### src/rtl/nxn_trace_grid.sv
// rtl/nxn_trace_grid.sv - N x N IR trace grid with per-pixel box colouring and clear hold
module nxn_trace_grid #(
  parameter int GRID_N     = 4,
  parameter int BOX_PX     = 100,
  parameter int ORIGIN_ROW = 40,
  parameter int ORIGIN_COL = 120,
  parameter int CLEAR_HOLD = 10000000,
  parameter int BROOM_BOX  = 6,
  localparam int N2 = GRID_N * GRID_N,
  localparam int CW = $clog2(N2 + 1)
) (
  input  logic          clk,
  input  logic          reset,
  input  logic [8:0]    row,
  input  logic [9:0]    col,
  input  logic [N2-1:0] ir_in,
  input  logic [1:0]    house,
  input  logic          house_valid,
  input  logic          broom_powerup,
  input  logic          two_player_mode,
  input  logic          clear_my_trace,
  input  logic          reset_trace,
  input  logic [N2-1:0] snitch_location,
  input  logic [N2-1:0] displayed_trace,
  output logic [N2-1:0] already_traced,
  output logic          color_in_box,
  output logic [7:0]    box_color,
  output logic          reset_other_player_trace,
  output logic [CW-1:0] hit_count,
  output logic [CW-1:0] miss_count,
  output logic          clearing
);

  localparam int HW = (CLEAR_HOLD > 1) ? $clog2(CLEAR_HOLD) : 1;
  localparam logic [HW-1:0] HOLD_LAST = HW'(CLEAR_HOLD - 1);

  typedef enum logic {TRACK, CLEAR} state_t;

  state_t          state;
  logic [HW-1:0]   hold_cnt;
  logic            broom_q;
  logic [GRID_N-1:0] row_hit, col_hit;
  logic [N2-1:0]   box_hit;
  logic            sel_traced, sel_snitch, sel_disp;
  logic            broom_cond, local_clear, pix_ok;
  logic [7:0]      color_nxt;
  logic [CW-1:0]   hit_n, miss_n;

  // Box decode by constant range compares per band; a pixel lands in at most one box.
  always_comb begin
    row_hit = '0;
    col_hit = '0;
    box_hit = '0;
    for (int r = 0; r < GRID_N; r++) begin
      row_hit[r] = (int'(row) >= ORIGIN_ROW + r * BOX_PX) && (int'(row) < ORIGIN_ROW + (r + 1) * BOX_PX);
      col_hit[r] = (int'(col) >= ORIGIN_COL + r * BOX_PX) && (int'(col) < ORIGIN_COL + (r + 1) * BOX_PX);
    end
    for (int r = 0; r < GRID_N; r++)
      for (int c = 0; c < GRID_N; c++)
        box_hit[r * GRID_N + c] = row_hit[r] & col_hit[c];
  end

  assign sel_traced  = |(box_hit & already_traced);
  assign sel_snitch  = |(box_hit & snitch_location);
  assign sel_disp    = |(box_hit & displayed_trace);
  assign broom_cond  = two_player_mode & broom_powerup & ir_in[BROOM_BOX];
  assign local_clear = two_player_mode ? clear_my_trace : (broom_powerup & ir_in[BROOM_BOX]);
  assign pix_ok      = (state == TRACK) && !reset_trace;

  always_comb begin
    color_nxt = 8'h00;
    if (sel_traced) begin
      if (sel_snitch)
        color_nxt = 8'h50;
      else if (house_valid) begin
        case (house)
          2'd0:    color_nxt = sel_disp ? 8'h49 : 8'h4A;
          2'd1:    color_nxt = sel_disp ? 8'hDC : 8'hDD;
          2'd2:    color_nxt = sel_disp ? 8'h16 : 8'h17;
          default: color_nxt = sel_disp ? 8'h9A : 8'h99;
        endcase
      end
    end
  end

  always_comb begin
    hit_n  = '0;
    miss_n = '0;
    for (int i = 0; i < N2; i++) begin
      hit_n  = hit_n  + CW'(already_traced[i] & displayed_trace[i]);
      miss_n = miss_n + CW'(already_traced[i] & ~displayed_trace[i]);
    end
  end

  always_ff @(posedge clk or posedge reset) begin
    if (reset) begin
      color_in_box <= 1'b0;
      box_color    <= 8'h00;
      hit_count    <= '0;
      miss_count   <= '0;
    end else begin
      color_in_box <= pix_ok & sel_traced;
      box_color    <= pix_ok ? color_nxt : 8'h00;
      hit_count    <= hit_n;
      miss_count   <= miss_n;
    end
  end

  always_ff @(posedge clk or posedge reset) begin
    if (reset) begin
      state                    <= TRACK;
      hold_cnt                 <= '0;
      already_traced           <= '0;
      clearing                 <= 1'b0;
      broom_q                  <= 1'b0;
      reset_other_player_trace <= 1'b0;
    end else begin
      broom_q                  <= broom_cond;
      reset_other_player_trace <= broom_cond & ~broom_q;
      case (state)
        TRACK: begin
          if (reset_trace) begin
            state          <= CLEAR;
            clearing       <= 1'b1;
            hold_cnt       <= '0;
            already_traced <= '0;
          end else if (local_clear)
            already_traced <= '0;
          else
            already_traced <= already_traced | ir_in;
        end
        default: begin
          already_traced <= '0;
          // A fresh reset_trace restarts the full hold from zero.
          if (reset_trace)
            hold_cnt <= '0;
          else if (hold_cnt == HOLD_LAST) begin
            state    <= TRACK;
            clearing <= 1'b0;
            hold_cnt <= '0;
          end else
            hold_cnt <= hold_cnt + 1'b1;
        end
      endcase
    end
  end

endmodule
### config.mk
export PLATFORM = sky130hd
export DESIGN_NAME = nxn_trace_grid
export DESIGN_NICKNAME = d
export VERILOG_FILES = /design/src/rtl/nxn_trace_grid.sv
export SDC_FILE = /design/constraint.sdc
export NUM_CORES = 1
export LEC_CHECK = 0
export ABC_AREA = 1
export CAP_MARGIN = 0
export CORE_UTILIZATION = 54
export CTS_CLUSTER_DIAMETER = 80
export CTS_CLUSTER_SIZE = 24
export DETAILED_ROUTE_END_ITERATION = 16
export PLACE_DENSITY = 0.86
export SETUP_SLACK_MARGIN = 0.5
export SLEW_MARGIN = 20
export SYNTH_ARGS = -nofsm -noshare
export SYNTH_HDL_FRONTEND = slang
export SYNTH_SLANG_ARGS = --single-unit
### constraint.sdc
create_clock -name clk -period 8.95 [get_ports clk]
set_input_delay 1.79 -clock clk [delete_from_list [all_inputs] [get_ports clk]]
set_output_delay 1.79 -clock clk [all_outputs]
set_load 0.005 [all_outputs]
# Word level (Yosys, flattened, before mapping)
# Cells that the tools add are included.
dict set report word_totals {
  output_inout_bits 37
  register_bits 63
  input_bits 76
}
dict set report classes {
  mux 25
  n_eq_ne 4
  n_reduce_logical 17
  bitwise_logic 75
  add_sub_neg 31
  magnitude_cmp 16
}
# operator n
set op_table {}
lappend op_table {{$mux 24} 4}
lappend op_table {{$and 1x5->5} 16}
lappend op_table {{$not 1->5} 16}
lappend op_table {{$add 5x5->5} 15}
lappend op_table {{$add 5x1->5} 11}
lappend op_table {{$and 16x16->16} 3}
lappend op_table {{$mux 16} 3}
lappend op_table {{$reduce_or 16->1} 3}
lappend op_table {{$and 1x1->1} 37}
lappend op_table {{$mux 8} 4}
lappend op_table {{$add 24x1->24 const B} 1}
lappend op_table {{$eq 24x24->1 const B} 1}
lappend op_table {{$pmux 8 s3} 1}
lappend op_table {{$ge 10x9->1 const B} 2}
lappend op_table {{$lt 10x9->1 const B} 2}
lappend op_table {{$ge 9x8->1 const B} 2}
lappend op_table {{$lt 9x8->1 const B} 2}
lappend op_table {{$lt 9x9->1 const B} 2}
lappend op_table {{$or 16x16->16} 1}
lappend op_table {{$mux 1} 11}
lappend op_table {{$ge 10x7->1 const B} 1}
lappend op_table {{$ge 10x8->1 const B} 1}
lappend op_table {{$lt 10x10->1 const B} 1}
lappend op_table {{$lt 10x8->1 const B} 1}
lappend op_table {{other kinds (16)} 27}

# Logic depth before layout (Yosys ltp)
# Gate-level depths: netlist (run 1).
dict set report logic_depth {
  ltp_word 17
  ltp_mapped 16
  depth_no_buf 15
}

# Worst setup path after synthesis (run 1)
# No wires, ideal clock.
dict set report synth_path {
  path_kind {input to register}
  from {input port displayed_trace[0]}
  to {register hit_count[2]}
  t_required_ns 8.827
  stages 12
  arrival_time_ns 4.694
  path_buffers 0
  slack_ns 4.133
  setup_ns 0.123
  cell_sequence {nand2_1 > inv_1 > fa_1 > inv_1 > fa_1 > fa_1 > fa_1 > inv_1 > ha_1 > inv_1 > fa_1 > xnor2_1}
}
dict set report synth_between {
  elab_chain_len 16
}
# item line_no
set synth_lines {}
lappend synth_lines {{start: declaration} 24} ;# input logic [N2-1:0] displayed_trace,
lappend synth_lines {{$and 1x1->1} 90} ;# hit_n = hit_n + CW'(already_traced[i] & displayed_trace[i]);
lappend synth_lines {{$add 1x1->2} 90}
lappend synth_lines {{$add 2x1->3} 90}
lappend synth_lines {{$add 3x1->4} 90}
lappend synth_lines {{$add 4x1->5} 90}
lappend synth_lines {{$add 5x1->5 (11 in series)} 90}
lappend synth_lines {{via hit_n[2]} 47} ;# logic [CW-1:0] hit_n, miss_n;
lappend synth_lines {{end signal: assignment} 104} ;# hit_count <= hit_n;
lappend synth_lines {{end: declaration} 29} ;# output logic [CW-1:0] hit_count,
# The timed path passes the listed nets, and every way through them passes these cells.
# A chain may end at the register's enable or synchronous reset.

# Final worst setup path (run 1)
# Ends and elaborated chain as after synthesis.

==> impl_metrics.json, run 1 <==
{
  "worstPathBufferInverterCount": 5,
  "worstPathCellList": "clkdlybuf4s50_1, nand2_1, inv_1, fa_1, inv_1, fa_1, fa_1, fa_1, inv_1, ha_1, inv_1, fa_1, xnor2_1",
  "fin_crit_sh": 0.578,
  "synth-edff-count": 0,
  "vias": 4388,
  "area_growth_pct": 29.8,
  "initialDrtViolationCount": 259,
  "io_pins": 113,
  "rows": 32,
  "synth_area_per_cell_um2": 7.55,
  "power_switching_uw": 168,
  "tightest_slew_ps": 776,
  "synth_fa_ha_area_frac": 0.131,
  "cts_tree": "yes",
  "clock_latency_ps": 350,
  "drv_cap": 0,
  "status": "finished, final reports clean",
  "fin_skew_ps": 10.2,
  "critPathCapture": "hit_count[2]$_DFF_PP0_",
  "synth_common_cells": "nand2_1, nor2_1, inv_1",
  "rsz0062_at_grt": "no",
  "combPwrFrac": 0.154,
  "cp.arrival_ps": 5410,
  "grt_first_pass_wirelength_mm": 19.8,
  "drt_wl_total_mm": 11.8,
  "grt_pass1_vias": 4316,
  "crit_slowest_cell": "fa_1",
  "power_uw": 594,
  "ys_types": 41,
  "cts.htree.levels": 3,
  "synth_top_area_cell": "dfrtp_1",
  "chipWidth_um": 93.1,
  "viasPerCell": 5.40,
  "syn_inst": 593,
  "clockPowerShare": 0.368,
  "yosysSeqAreaShare": 0.346,
  "ant_nets": 0,
  "final_max_slew_viol_count": 0,
  "async_reset_ff_frac": 1.00,
  "synthFlopType": "dfrtp_1",
  "design.core.area_um2": 7890,
  "yosysMostFrequentCell": "nand2_1",
  "cts_resized": 0,
  "synth_xor_area_frac": 0.0372,
  "p_seq_frac": 0.478,
  "powerDensity_nw_per_um2": 102,
  "synth_top_area_share": 0.346,
  "drtPass1Iterations": 5,
  "worstSetupPathDepth": 13,
  "synth_warnings": 0,
  "drc": 0,
  "antenna_cells": 0,
  "cp_max_fo": 3,
  "syn-cell-area_um2": 4480,
  "drive_above_1_share": 0.0845,
  "io_buffer_count": 107,
  "fmax_mhz": 193,
  "worstReg2RegEnd": "hit_count[2]$_DFF_PP0_",
  "required_ps": 9190,
  "wl_per_cell_um": 14.5,
  "finalSetupViolCount": 0,
  "start_util": 0.568,
  "yosys-mux-area-fraction": 0,
  "regToRegSetupSlack_ps": 5280,
  "routabilityCongestion": 0.926,
  "crit_type": "in2reg",
  "die_h_um": 93.1,
  "hpwl_mm": 9.02,
  "cts_root_buf": "clkbuf_8",
  "worstHoldPathType": "reg2reg",
  "grt_usage": 0.296,
  "slowest_delay_ps": 540,
  "synth_nets": 704,
  "clkSinkCount": 62,
  "cts.path.max_buffers": 2,
  "grt_max_degree": 63,
  "synth_compound_area_frac": 0.0701,
  "cts_made_buffers": 9,
  "antenna_found_initial": 0,
  "synth_area_leaders": "dfrtp_1, nand2_1, fa_1",
  "final.min_clock_period_ps": 5170,
  "crit_start": "displayed_trace[0]",
  "hold_viol": 0,
  "path_clk_slew_ps": 70,
  "ir_drop_mv": 0.0918,
  "nets": 816,
  "synthSimpleGateAreaFrac": 0.320,
  "swShare": 0.282,
  "ys_ff_latch": 62,
  "cp-end-kind": "register",
  "slew_headroom": 0.483,
  "grt_overflow_total": 0,
  "r2r_start": "already_traced[0]$_DFF_PP0_",
  "power.leakage_nw": 2.86,
  "tns_ps": 0,
  "dieArea_um2": 8660,
  "synth_top_family_by_area": "simple AND/OR/NAND/NOR gates",
  "post-cts-setup-buffers": 0,
  "hold_buffers": 0,
  "cp-start-kind": "input port",
  "p_int_uw": 426,
  "crit_top_cell": "fa_1",
  "rr_worst_depth": 12,
  "cp_top_family": "adder cells"
}
through the flow:
step	utilization	worst slack (ps)	std cells	cell area, µm²	hold slack [ps]
4_1_cts	0.737	3780	812	5820	418
2_1_floorplan	-	4130	593	4480	386
3_3_place_gp	0.716	3490	796	5640	397
3_5_place_dp	0.716	3460	796	5640	409
5_1_grt	0.737	3660	812	5820	433
6_report	0.737	3780	812	5820	414
worst min-delay path by stage:
stage,start,end,slack [ps],cells past startpoint
CTS,broom_q$_DFF_PP0_,reset_other_player_trace$_DFF_PP0_,420,1
global route,broom_q$_DFF_PP0_,reset_other_player_trace$_DFF_PP0_,430,1
detailed placement,broom_q$_DFF_PP0_,reset_other_player_trace$_DFF_PP0_,410,1
floorplan,broom_q$_DFF_PP0_,reset_other_player_trace$_DFF_PP0_,390,1
finish,broom_q$_DFF_PP0_,reset_other_player_trace$_DFF_PP0_,410,1
global placement,broom_q$_DFF_PP0_,reset_other_player_trace$_DFF_PP0_,400,1
cell families (layout without fill, tap and decap cells):
kind of cell    count (synthesis)  count (layout)
buf+inv                       106             223
simple gates                  318             318
compound gates                 52              52
fa+ha+maj                      35              35
other cells                     1               1
xor+xnor                       19              19
flops                          62              62
cells in the final DEF, fill, tap and decap left out, types with 3 or more instances in the layout:
master,Yosys,final
xnor2_1,4,4
ha_1,15,15
nor2_2,6,6
nand2_2,8,8
a21oi_2,3,3
nor4_1,3,3
clkbuf_8,0,9
clkdlybuf4s50_1,0,107
nor2_1,91,91
clkinv_2,0,3
dfrtp_1,62,62
nand4_1,9,9
buf_4,1,3
inv_2,7,8
nand2_1,135,135
nor3_1,10,10
xor2_1,15,15
fa_1,20,20
o21ai_0,13,13
nand3_2,3,3
inv_1,90,89
o22ai_1,12,12
a21oi_1,13,13
or2_2,3,3
nand3_1,40,40
area by class of cell:
class / instances / area (µm²)
clock buffer: 9 / 124
clock inverter: 7 / 47.5
fill: 582 / 2070
inverter: 97 / 364
multi-input combinational: 425 / 2510
sequential: 62 / 1550
tap: 102 / 128
timing repair buffer: 110 / 1090
registers in the layout, summed over array words and instances, names as in the netlist:
| register | count |
|---|---|
| state | 1 |
| hold_cnt | 24 |
| color_in_box | 1 |
| clearing | 1 |
| broom_q | 1 |
| hit_count | 5 |
| miss_count | 5 |
| already_traced | 16 |
| reset_other_player_trace | 1 |
| box_color | 7 |
worst reg2reg max path, cell delays in order, from the launching register on:
cell,delay [ps]
dfrtp_1,430
nand2_1,80
inv_1,50
fa_1,540
inv_1,70
fa_1,520
fa_1,520
fa_1,490
inv_1,70
ha_1,180
inv_1,70
fa_1,390
xnor2_1,150
metal layers:
metal,track usage,up-vias,routed length (µm)
met3,0.0569,32,1040
met1,0.356,2048,4610
met2,0.512,225,5790
li1,-,2083,-
met5,0,-,0
met4,0.135,0,336
power groups by stage:
stage	logic (mW)	registers (mW)	clock network, mW
2_1_floorplan	0.0424	0.289	0
3_3_place_gp	0.0873	0.289	0
3_5_place_dp	0.0900	0.289	0
4_1_cts	0.0906	0.284	0.223
5_1_grt	0.100	0.284	0.236
6_report	0.0913	0.284	0.219
Note: power is estimated with default switching activity, not from simulation.
==> run 2: changes to the inputs <==
--- a/config.mk
+++ b/config.mk
@@ -7,11 +7,11 @@
 export LEC_CHECK = 0
 export ABC_AREA = 1
 export CAP_MARGIN = 0
-export CORE_UTILIZATION = 54
+export CORE_UTILIZATION = 50
 export CTS_CLUSTER_DIAMETER = 80
 export CTS_CLUSTER_SIZE = 24
 export DETAILED_ROUTE_END_ITERATION = 16
-export PLACE_DENSITY = 0.86
+export PLACE_DENSITY = 0.8
 export SETUP_SLACK_MARGIN = 0.5
 export SLEW_MARGIN = 20
 export SYNTH_ARGS = -nofsm -noshare
==> constraint.sdc (replaced) <==
create_clock -name clk -period 5.3 [get_ports clk]
set_input_delay 1.06 -clock clk [delete_from_list [all_inputs] [get_ports clk]]
set_output_delay 1.06 -clock clk [all_outputs]
set_load 0.005 [all_outputs]
==> impl_metrics.json, run 2 (synthesis results as in run 1) <==
{
  "grt_first_pass_wirelength_mm": 19.2,
  "post-cts-setup-buffers": 0,
  "drv_cap": 0,
  "cts_resized": 0,
  "hold_buffers": 0,
  "r2r_start": "already_traced[0]$_DFF_PP0_",
  "top_usage_layer": "met2",
  "design.core.area_um2": 8680,
  "worstPathBufferInverterCount": 5,
  "rsz0062_at_grt": "no",
  "clkSinkCount": 62,
  "tns_ps": 0,
  "largest_register": "hold_cnt",
  "gr-usage-met1": 0.332,
  "chipWidth_um": 96.7,
  "clockPowerShare": 0.414,
  "slowest_delay_ps": 540,
  "final_common_cell": "nand2_1",
  "power_switching_uw": 273,
  "die_h_um": 96.7,
  "ir_drop_mv": 0.147,
  "cts.htree.levels": 3,
  "cts_made_buffers": 9,
  "drc": 0,
  "clock_latency_ps": 350,
  "required_ps": 5560,
  "viasPerCell": 5.15,
  "fmax_mhz": 224,
  "grt_usage": 0.255,
  "antenna_found_initial": 0,
  "crit_type": "in2reg",
  "largest_register_ffs": 24,
  "reg.largest.list": "hold_cnt: 24 flops, already_traced: 16 flops, box_color: 7 flops",
  "start_util": 0.516,
  "slew_headroom": 0.600,
  "cp_max_fo": 3,
  "cp_top_family": "adder cells",
  "fin_skew_ps": 15.4,
  "layout_common_cells": "nand2_1, clkdlybuf4s50_1, nor2_1",
  "io_pins": 113,
  "area_growth_pct": 31.0,
  "cp-end-kind": "register",
  "power.leakage_nw": 2.88,
  "hold_viol": 0,
  "tightest_slew_ps": 599,
  "multi_input_area_um2": 2510,
  "cts_root_buf": "clkbuf_8",
  "crit_slowest_cell": "fa_1",
  "routabilityCongestion": 0.877,
  "final.min_clock_period_ps": 4460,
  "final.setup.worst_slack_ps": 845,
  "fin_crit_sh": 0.841,
  "antenna_cells": 0,
  "cts.path.max_buffers": 2,
  "hold_start": "broom_q$_DFF_PP0_",
  "final_max_slew_viol_count": 0,
  "drtPass1Iterations": 5,
  "rows": 34,
  "hpwl_mm": 8.92,
  "crit_top_cell": "fa_1",
  "drive_above_1_share": 0.0845,
  "io_buffer_count": 107,
  "dieArea_um2": 9340,
  "worstPathCellList": "clkdlybuf4s50_1, nand2_1, inv_1, fa_1, inv_1, fa_1, fa_1, fa_1, inv_1, ha_1, inv_1, fa_1, o21ai_0",
  "filler_cell_count": 731,
  "grt_pass1_vias": 4201,
  "fin_util": 0.676,
  "cts_tree": "yes",
  "grt_max_degree": 40,
  "p_seq_frac": 0.444,
  "ant_nets": 0,
  "wl_per_cell_um": 13.7,
  "worstHoldPathType": "reg2reg",
  "dpl_worst_slack_ps": 509,
  "initialDrtViolationCount": 271,
  "powerDensity_nw_per_um2": 184,
  "drt_wl_total_mm": 11.2,
  "p_int_uw": 806,
  "use_met3": 0.0636,
  "cp.arrival_ps": 4710,
  "cp-start-kind": "input port",
  "crit_start": "displayed_trace[0]",
  "nets": 816,
  "path_clk_slew_ps": 70,
  "status": "finished, final reports clean",
  "vias": 4212,
  "swShare": 0.253,
  "grt_overflow_total": 0,
  "finalSetupViolCount": 0,
  "seq_area_um2": 1550,
  "combPwrFrac": 0.143,
  "globalRouteMet2Util": 0.415
}
run 2: power groups by stage:
stage | logic (mW) | clock network (mW) | registers, mW
final | 0.154 | 0.446 | 0.479
after global routing | 0.171 | 0.474 | 0.480
after CTS | 0.154 | 0.455 | 0.479
after detailed placement | 0.153 | 0 | 0.488
after global placement | 0.149 | 0 | 0.488
after floorplan | 0.0717 | 0 | 0.488
run 2: path summary, 6_finish.rpt:
path / end / slack, ps / cells after the start
setup reg to reg: hit_count[4]$_DFF_PP0_ / 1630 / 12
min in group asynchronous: hit_count[3]$_DFF_PP0_ / 1050 / 2
hold / removal: reset_other_player_trace$_DFF_PP0_ / 400 / 1
max in group asynchronous: already_traced[7]$_DFF_PP0_ / 3370 / 3
hold reg to reg: reset_other_player_trace$_DFF_PP0_ / 400 / 1
setup / recovery: hit_count[4]$_DFF_PP0_ / 840 / 13
run 2: worst register-to-register path: cells and delay by family (launching register included):
| family | cells | cell delay [ps] |
|---|---|---|
| compound gates | 1 | 200 |
| fa+ha+maj | 6 | 2650 |
| buf+inv | 4 | 250 |
| flops | 1 | 420 |
| simple gates | 1 | 80 |
run 2: routing by layer:
metal / share of wire / up-vias
met5: 0 / -
met4: 0.022 / 0
met2: 0.47 / 137
li1: - / 2088
met3: 0.070 / 26
met1: 0.44 / 1961
run 2: metrics by stage:
step | area [µm²] | instances | total power, mW | hold slack [ps]
5_1_grt | 5870 | 818 | 1.12 | 425
3_3_place_gp | 5650 | 802 | 0.637 | 391
3_5_place_dp | 5650 | 802 | 0.641 | 401
2_1_floorplan | 4480 | 593 | 0.559 | 386
6_report | 5870 | 818 | 1.08 | 405
4_1_cts | 5870 | 818 | 1.09 | 410
run 2: cell type report:
class                   instances  area share
clock buffers                  12      0.0281
multi-input cells             425       0.427
clock inverters                 4     0.00874
flip-flops and latches         62       0.264
well taps                     108      0.0230
repair buffers                110       0.186
inverters                      97      0.0620
